[src/rtl/cross_result_serializer.sv]
// Captures one three-word cross-product result frame and streams it out
// one word per beat over valid/ready, counting completed frames.
module cross_result_serializer #(
  parameter int DATA_W = 16,
  parameter int CNT_W  = 8
) (
  input  logic              clk,
  input  logic              rst,
  input  logic              in_valid,
  output logic              in_ready,
  input  logic [DATA_W-1:0] in_vo1,
  input  logic [DATA_W-1:0] in_vo2,
  input  logic [DATA_W-1:0] in_vo3,
  output logic              out_valid,
  input  logic              out_ready,
  output logic [DATA_W-1:0] out_data,
  output logic [1:0]        out_idx,
  output logic              out_last,
  output logic [CNT_W-1:0]  frame_cnt
);

  typedef enum logic {IDLE, SEND} state_t;

  state_t                  state, state_nxt;
  logic [1:0]              idx, idx_nxt;
  logic [2:0][DATA_W-1:0]  r, r_nxt;
  logic [CNT_W-1:0]        cnt, cnt_nxt;
  logic                    in_acc;

  // Final-beat accept lets a new frame load with no idle bubble.
  assign in_ready = !rst && ((state == IDLE) ||
                             (state == SEND && idx == 2'd2 && out_ready));
  assign in_acc   = in_valid && in_ready;

  always_comb begin
    state_nxt = state;
    idx_nxt   = idx;
    r_nxt     = r;
    cnt_nxt   = cnt;
    unique case (state)
      IDLE: begin
        if (in_acc) begin
          r_nxt     = {in_vo3, in_vo2, in_vo1};
          idx_nxt   = 2'd0;
          state_nxt = SEND;
        end
      end
      SEND: begin
        if (out_ready) begin
          if (idx != 2'd2) begin
            idx_nxt = idx + 2'd1;
          end else begin
            cnt_nxt = cnt + CNT_W'(1);
            idx_nxt = 2'd0;
            if (in_acc) r_nxt = {in_vo3, in_vo2, in_vo1};
            else        state_nxt = IDLE;
          end
        end
      end
      default: ;
    endcase
  end

  always_ff @(posedge clk) begin
    if (rst) begin
      state <= IDLE;
      idx   <= 2'd0;
      r     <= '0;
      cnt   <= '0;
    end else begin
      state <= state_nxt;
      idx   <= idx_nxt;
      r     <= r_nxt;
      cnt   <= cnt_nxt;
    end
  end

  always_comb begin
    out_valid = (state == SEND);
    out_idx   = out_valid ? idx : 2'd0;
    out_last  = out_valid && (idx == 2'd2);
    out_data  = '0;
    if (out_valid) begin
      case (idx)
        2'd0:    out_data = r[0];
        2'd1:    out_data = r[1];
        default: out_data = r[2];
      endcase
    end
  end

  assign frame_cnt = cnt;

endmodule

[config.mk]
export PLATFORM = sky130hd
export DESIGN_NAME = cross_result_serializer
export DESIGN_NICKNAME = d
export VERILOG_FILES = /design/src/rtl/cross_result_serializer.sv
export SDC_FILE = /design/constraint.sdc
export NUM_CORES = 1
export LEC_CHECK = 0
export CAP_MARGIN = 5
export CORE_UTILIZATION = 50
export DETAILED_ROUTE_END_ITERATION = 8
export GPL_TIMING_DRIVEN = 0
export PLACE_DENSITY = 0.91
export SLEW_MARGIN = 20
export SYNTH_ARGS = -nofsm -noshare
export SYNTH_HDL_FRONTEND = slang
export SYNTH_SLANG_ARGS = --single-unit
[constraint.sdc]
create_clock -name clk -period 2.6 [get_ports clk]
set_input_delay 0.52 -clock clk [delete_from_list [all_inputs] [get_ports clk]]
set_output_delay 0.52 -clock clk [all_outputs]
set_load 0.01 [all_outputs]
# Word-level counts from Yosys, hierarchy flattened
# Cells that the tools add are included.
dict set report classes {
  n_addsub 2
  eq_ne 6
  mux 15
  bitwise 2
  n_reduce_logical 10
}
# cell count
set ops {}
lappend ops {{$mux W48} 3}
lappend ops {{$pmux W48 S2} 1}
lappend ops {{$pmux W16 S2} 1}
lappend ops {{$mux W16} 1}
lappend ops {{$add A8 B1 Y8 const B} 1}
lappend ops {{$mux W2} 4}
lappend ops {{$ne A2 B2 Y1 const B} 4}
lappend ops {{$logic_and A1 B1 Y1} 4}
lappend ops {{$pmux W2 S2} 1}
lappend ops {{$reduce_and A2 Y1} 2}
lappend ops {{$mux W1} 3}
lappend ops {{$reduce_and A3 Y1} 1}
lappend ops {{$add A2 B1 Y2 const B} 1}
lappend ops {{$eq A2 B1 Y1 const B} 1}
lappend ops {{$eq A2 B2 Y1 const B} 1}
lappend ops {{$logic_not A2 Y1} 1}
lappend ops {{$not A1 Y1} 2}
lappend ops {{$pmux W1 S2} 1}
lappend ops {{$logic_not A1 Y1} 1}
lappend ops {{$logic_or A1 B1 Y1} 1}
dict set report word_totals {
  register_bits 59
  out_inout_bits 29
}

# Longest topological paths before layout
dict set report depth {
  ltp_word 10
  depth_mapped 6
  mapped_depth_nobuf 4
}

# Least setup slack after synthesis
# No wires, ideal clock.
dict set report synth_path {
  path_kind {input-to-output}
  start {input port rst}
  end {output port in_ready}
  arrival_time_ps 1250
  required_time_ps 2080
  path_slack_ps 830
  stages 5
  path_buffers 3
  cell_sequence {buf_2 a21o_1 buf_2 buf_2 inv_1}
}
dict set report synth_between {
  elab_chain_len 2
}
# item line_no
set synth_rtl {}
lappend synth_rtl {{from (decl)} 8} ;# input logic rst,
lappend synth_rtl {{$logic_not A1 Y1} 31} ;# assign in_ready = !rst && ((state == IDLE) ||
lappend synth_rtl {{$logic_and A1 B1 Y1} 31}
lappend synth_rtl {{to (decl)} 10} ;# output logic in_ready,
# Every way passes these cells.

# Final worst setup path
dict set report layout_path {
  start {register idx[0]}
  end {output port in_ready}
}
dict set report layout_between {
  elab_chain_len 5
}
# item line_no
set layout_rtl {}
lappend layout_rtl {{from (decl)} 25} ;# logic [1:0] idx, idx_nxt;
lappend layout_rtl {{from (signal assigned)} 72} ;# idx <= idx_nxt;
lappend layout_rtl {{$eq A2 B2 Y1} 32} ;# (state == SEND && idx == 2'd2 && out_ready));
lappend layout_rtl {{$logic_and A1 B1 Y1 (2 in a row)} 32}
lappend layout_rtl {{$logic_or A1 B1 Y1} 31}
lappend layout_rtl {{$logic_and A1 B1 Y1} 31}
# Every way passes these cells.

==> impl_metrics.csv <==
group,metric,value,unit
sta,clock.fmax,0.3918,GHz
detailed_routing,via_per_inst,5.626,
die,core-area,5270,µm²
sta,hold_ws,0.4775,ns
finish,final_nets,494,
worst_setup_path,worstPathRequired,2.08,ns
synthesis,synth_largest_type_area_fraction,41.90,%
die,die_w,77.09,µm
detailed_routing,first_iter_violations,205,
detailed_routing,route.final.wire_length,7660,µm
worst_setup_path,cp_slowest_stage_delay,0.52,ns
worst_setup_path,cp_max_fo,10,
synthesis,synth_enable_flop_cells,0,
finish,layout.cells.most_common_list,"sky130_fd_sc_hd__clkdlybuf4s50_1 (77), sky130_fd_sc_hd__nand2_1 (66), sky130_fd_sc_hd__dfxtp_1 (58), sky130_fd_sc_hd__inv_1 (52), sky130_fd_sc_hd__o32ai_1 (48)",
worst_setup_path,timing.critical_path.from,"idx[0]",
sta,grt_setup_unrepaired,"false",
hold_path,hold_path.class,"register to register",
global_routing,grt_max_degree,11,
worst_setup_path,r2r.worst_path.cells,6,
place,post-place-cells,497,
synthesis,ys_warnings,0,
sta,fin_skew,0.006613,ns
cts,clk_transition_reported_paths,0.06,ns
place,dpl.hpwl,5487,µm
die,io_pins,81,
worst_setup_path,rrSetupSlack,1.00,ns
sta,timing.final.crit_period,2.552,ns
finish,layout-area-overhead-vs-synth,39.24,%
global_routing,grt_pass1_vias,2701,
pwr,power.static_leakage,1.442,nW
synthesis,synth_nets,402,
worst_setup_path,critPathTopFamily,"buffers and inverters",
status,outcome,"complete, no violations",
sta,finalSetupViolations,0,
sta,hold_violations,0,
die,initial_core_utilization,53.49,%
cts,clock_latency,0.33,ns
cts,ctsHoldBuffers,0,
detailed_routing,drtAntennaViolNets,0,
synthesis,register_bit_count_reported_by_yosys,59,
die,std_cell_rows,26,
synthesis,ys_seq_area_share,41.90,%
synthesis,synthArstFlopShare,0,%
worst_setup_path,endpoint,"in_ready",
global_routing,overflow,0,
finish,antenna_diode_count,0,
detailed_routing,remaining_drc_errors,0,
cts,cts_max_level,3,
cts,ctsRootBufferMaster,"sky130_fd_sc_hd__clkbuf_8",
synthesis,synth.lib_cells_used.distinct,30,
pwr,power.total,0.002105,W
die,fp.dieH,77.09,µm
sta,worst_slew_margin_rel,66.02,%
worst_setup_path,regToRegEndpoint,"r[9]",
cts,cts_sinks,59,
worst_setup_path,worst_path_max_delay_cell,"sky130_fd_sc_hd__clkdlybuf4s50_1",
die,dieArea,5942,µm²
place,placement.io_buffers,78,
detailed_routing,drt-pass1-iter-count,5,
worst_setup_path,worstSetupEndpointType,"output pin",
detailed_routing,routed_wire_length_per_instance,14.84,µm
worst_setup_path,timing.critical_path.depth,6,
cts,tritoncts,"built",
finish,final_cell_count_no_fill,516,
place,gp_routability_congestion,0.8453,
sta,period_share,98.16,%
global_routing,grt_first_pass_wirelength,12300,µm
synthesis,syn-cell-area,2819,µm²
sta,tightestPinTransition,0.5096,ns
worst_setup_path,critical_path.most_common_cell,"sky130_fd_sc_hd__buf_4",
cts,clock_tree.buffer_depth,2,
synthesis,avgSynthCellArea,8.077,µm²
synthesis,synth_cells,349,
synthesis,synth_largest_area_cell,"sky130_fd_sc_hd__dfxtp_1",
worst_setup_path,buffers_plus_inverters_on_the_worst_setup_path,4,
worst_setup_path,worstReg2RegStart,"out_valid",
cts,cts_inserted_buffers,9,
worst_setup_path,worstPathArrival,2.03,ns
synthesis,ys.flop_type,"sky130_fd_sc_hd__dfxtp_1",
finish,final_common_cell,"sky130_fd_sc_hd__clkdlybuf4s50_1",
finish,layout-drive-gt1-share,8.072,%
finish,fillCellCount,374,
worst_setup_path,cp-start-kind,"register",
pwr,power_density,536.4,nW/µm²
flow_run,maxcap_violations,0,
sta,finalMaxSlewViolations,0,
pwr,vdd.ir_drop.worst,0.3880,mV
global_routing,grtUsageTotal,26.49,%
detailed_routing,detailroute.via_count,2903,
worst_setup_path,crit_path_cell_trace,"nand3b_1 -> a21o_1 -> buf_4 -> buf_4 -> inv_1 -> clkdlybuf4s50_1",
worst_setup_path,path_class,"register to output pin",
synthesis,synth_area_leaders,"sky130_fd_sc_hd__dfxtp_1 (42%), sky130_fd_sc_hd__o32ai_1 (15%), sky130_fd_sc_hd__nand2_1 (8.8%), sky130_fd_sc_hd__inv_1 (6.9%), sky130_fd_sc_hd__mux2i_1 (6.4%)",
global_routing,grt_antenna_before_repair,0,
==> routing by layer <==
layer / global-route usage, % / up-vias / wire length [µm]
met3: 4.881 / 18 / 560
met4: 13.02 / 0 / 188
met5: 0 / - / 0
met1: 33.04 / 1361 / 3239
li1: - / 1386 / -
met2: 43.75 / 138 / 3672
==> cells by family (layout without fill, tap and decap cells) <==
| kind of cell | Yosys count | in the layout | share of synthesized area (%) |
|---|---|---|---|
| buffers and inverters | 85 | 182 | 11.90 |
| AO/OA/AOI/OAI | 79 | 79 | 20.68 |
| adder cells (fa/ha/maj) | 1 | 1 | 0.4438 |
| AND/OR/NAND/NOR | 105 | 105 | 17.98 |
| XOR/XNOR | 1 | 1 | 0.3108 |
| flip-flops | 59 | 59 | 41.90 |
| multiplexers | 19 | 19 | 6.791 |
==> where the power goes <==
| part | internal, W | switching, W |
|---|---|---|
| Sequential | 0.000959 | 0.0000315 |
| Combinational | 0.000170 | 0.000156 |
| Clock | 0.000450 | 0.000339 |
| Total | 0.00158 | 0.000526 |
==> sequential cells by signal, summed over array words and instances, names as in the netlist <==
| name | flops |
|---|---|
| r | 48 |
| out_valid | 1 |
| idx | 2 |
| frame_cnt | 8 |
==> cells in the mapped netlist (3+ instances only) <==
cell type,instances
sky130_fd_sc_hd__a21oi_1,9
sky130_fd_sc_hd__and2_1,18
sky130_fd_sc_hd__buf_2,10
sky130_fd_sc_hd__clkbuf_1,21
sky130_fd_sc_hd__dfxtp_1,59
sky130_fd_sc_hd__inv_1,52
sky130_fd_sc_hd__mux2i_1,18
sky130_fd_sc_hd__nand2_1,66
sky130_fd_sc_hd__nor2_1,5
sky130_fd_sc_hd__o21ai_0,19
sky130_fd_sc_hd__o32ai_1,48
sky130_fd_sc_hd__or3_1,3
==> worst reg2reg max path, cell delays in order (launching register included) <==
cell and delay [ns]:
sky130_fd_sc_hd__dfxtp_1 0.34, sky130_fd_sc_hd__buf_2 0.22, sky130_fd_sc_hd__a21o_1 0.20, sky130_fd_sc_hd__buf_4 0.12, sky130_fd_sc_hd__buf_4 0.09, sky130_fd_sc_hd__clkbuf_1 0.35
sky130_fd_sc_hd__o32ai_1 0.14
==> how the worst min path moves through the flow <==
stage	from	to	cells after the start	slack, ns
finish	r[1]	r[1]	2	0.48
global route	r[35]	r[35]	2	0.50
CTS	r[4]	r[4]	2	0.48
detailed placement	r[4]	r[4]	2	0.47
global placement	r[30]	r[30]	2	0.46
floorplan	r[10]	r[10]	2	0.45
==> metrics by stage <==
stage               worst slack, ns  TNS (ns)  cell area [µm²]  utilization [%]
finish                      0.04793         0             3925            74.48
floorplan                    0.8301         0             2819                -
global route               0.001193         0             3925            74.48
CTS                        0.003696         0             3892            73.86
global placement            -0.3931   -0.3931             3687            69.97
detailed placement          -0.4140   -0.4140             3687            69.97
==> cell type report <==
type,instances,area (µm²),area share (%)
clock buffers,15,186.4,4.750
multi-input cells,205,1310,33.38
flip-flops and latches,59,1182,30.12
well taps,70,87.58,2.231
plain buffers,33,160.2,4.080
repair buffers,81,798.3,20.34
clock inverters,1,5.005,0.1275
inverters,52,195.2,4.973
==> repair_timing <==
action / CTS / global route
pin swaps: 0 / 1
setup endpoints to repair: 13 / 13
resized for setup: 8 / 12
setup buffers: 0 / 3
Power figures use the tool's default switching activity.
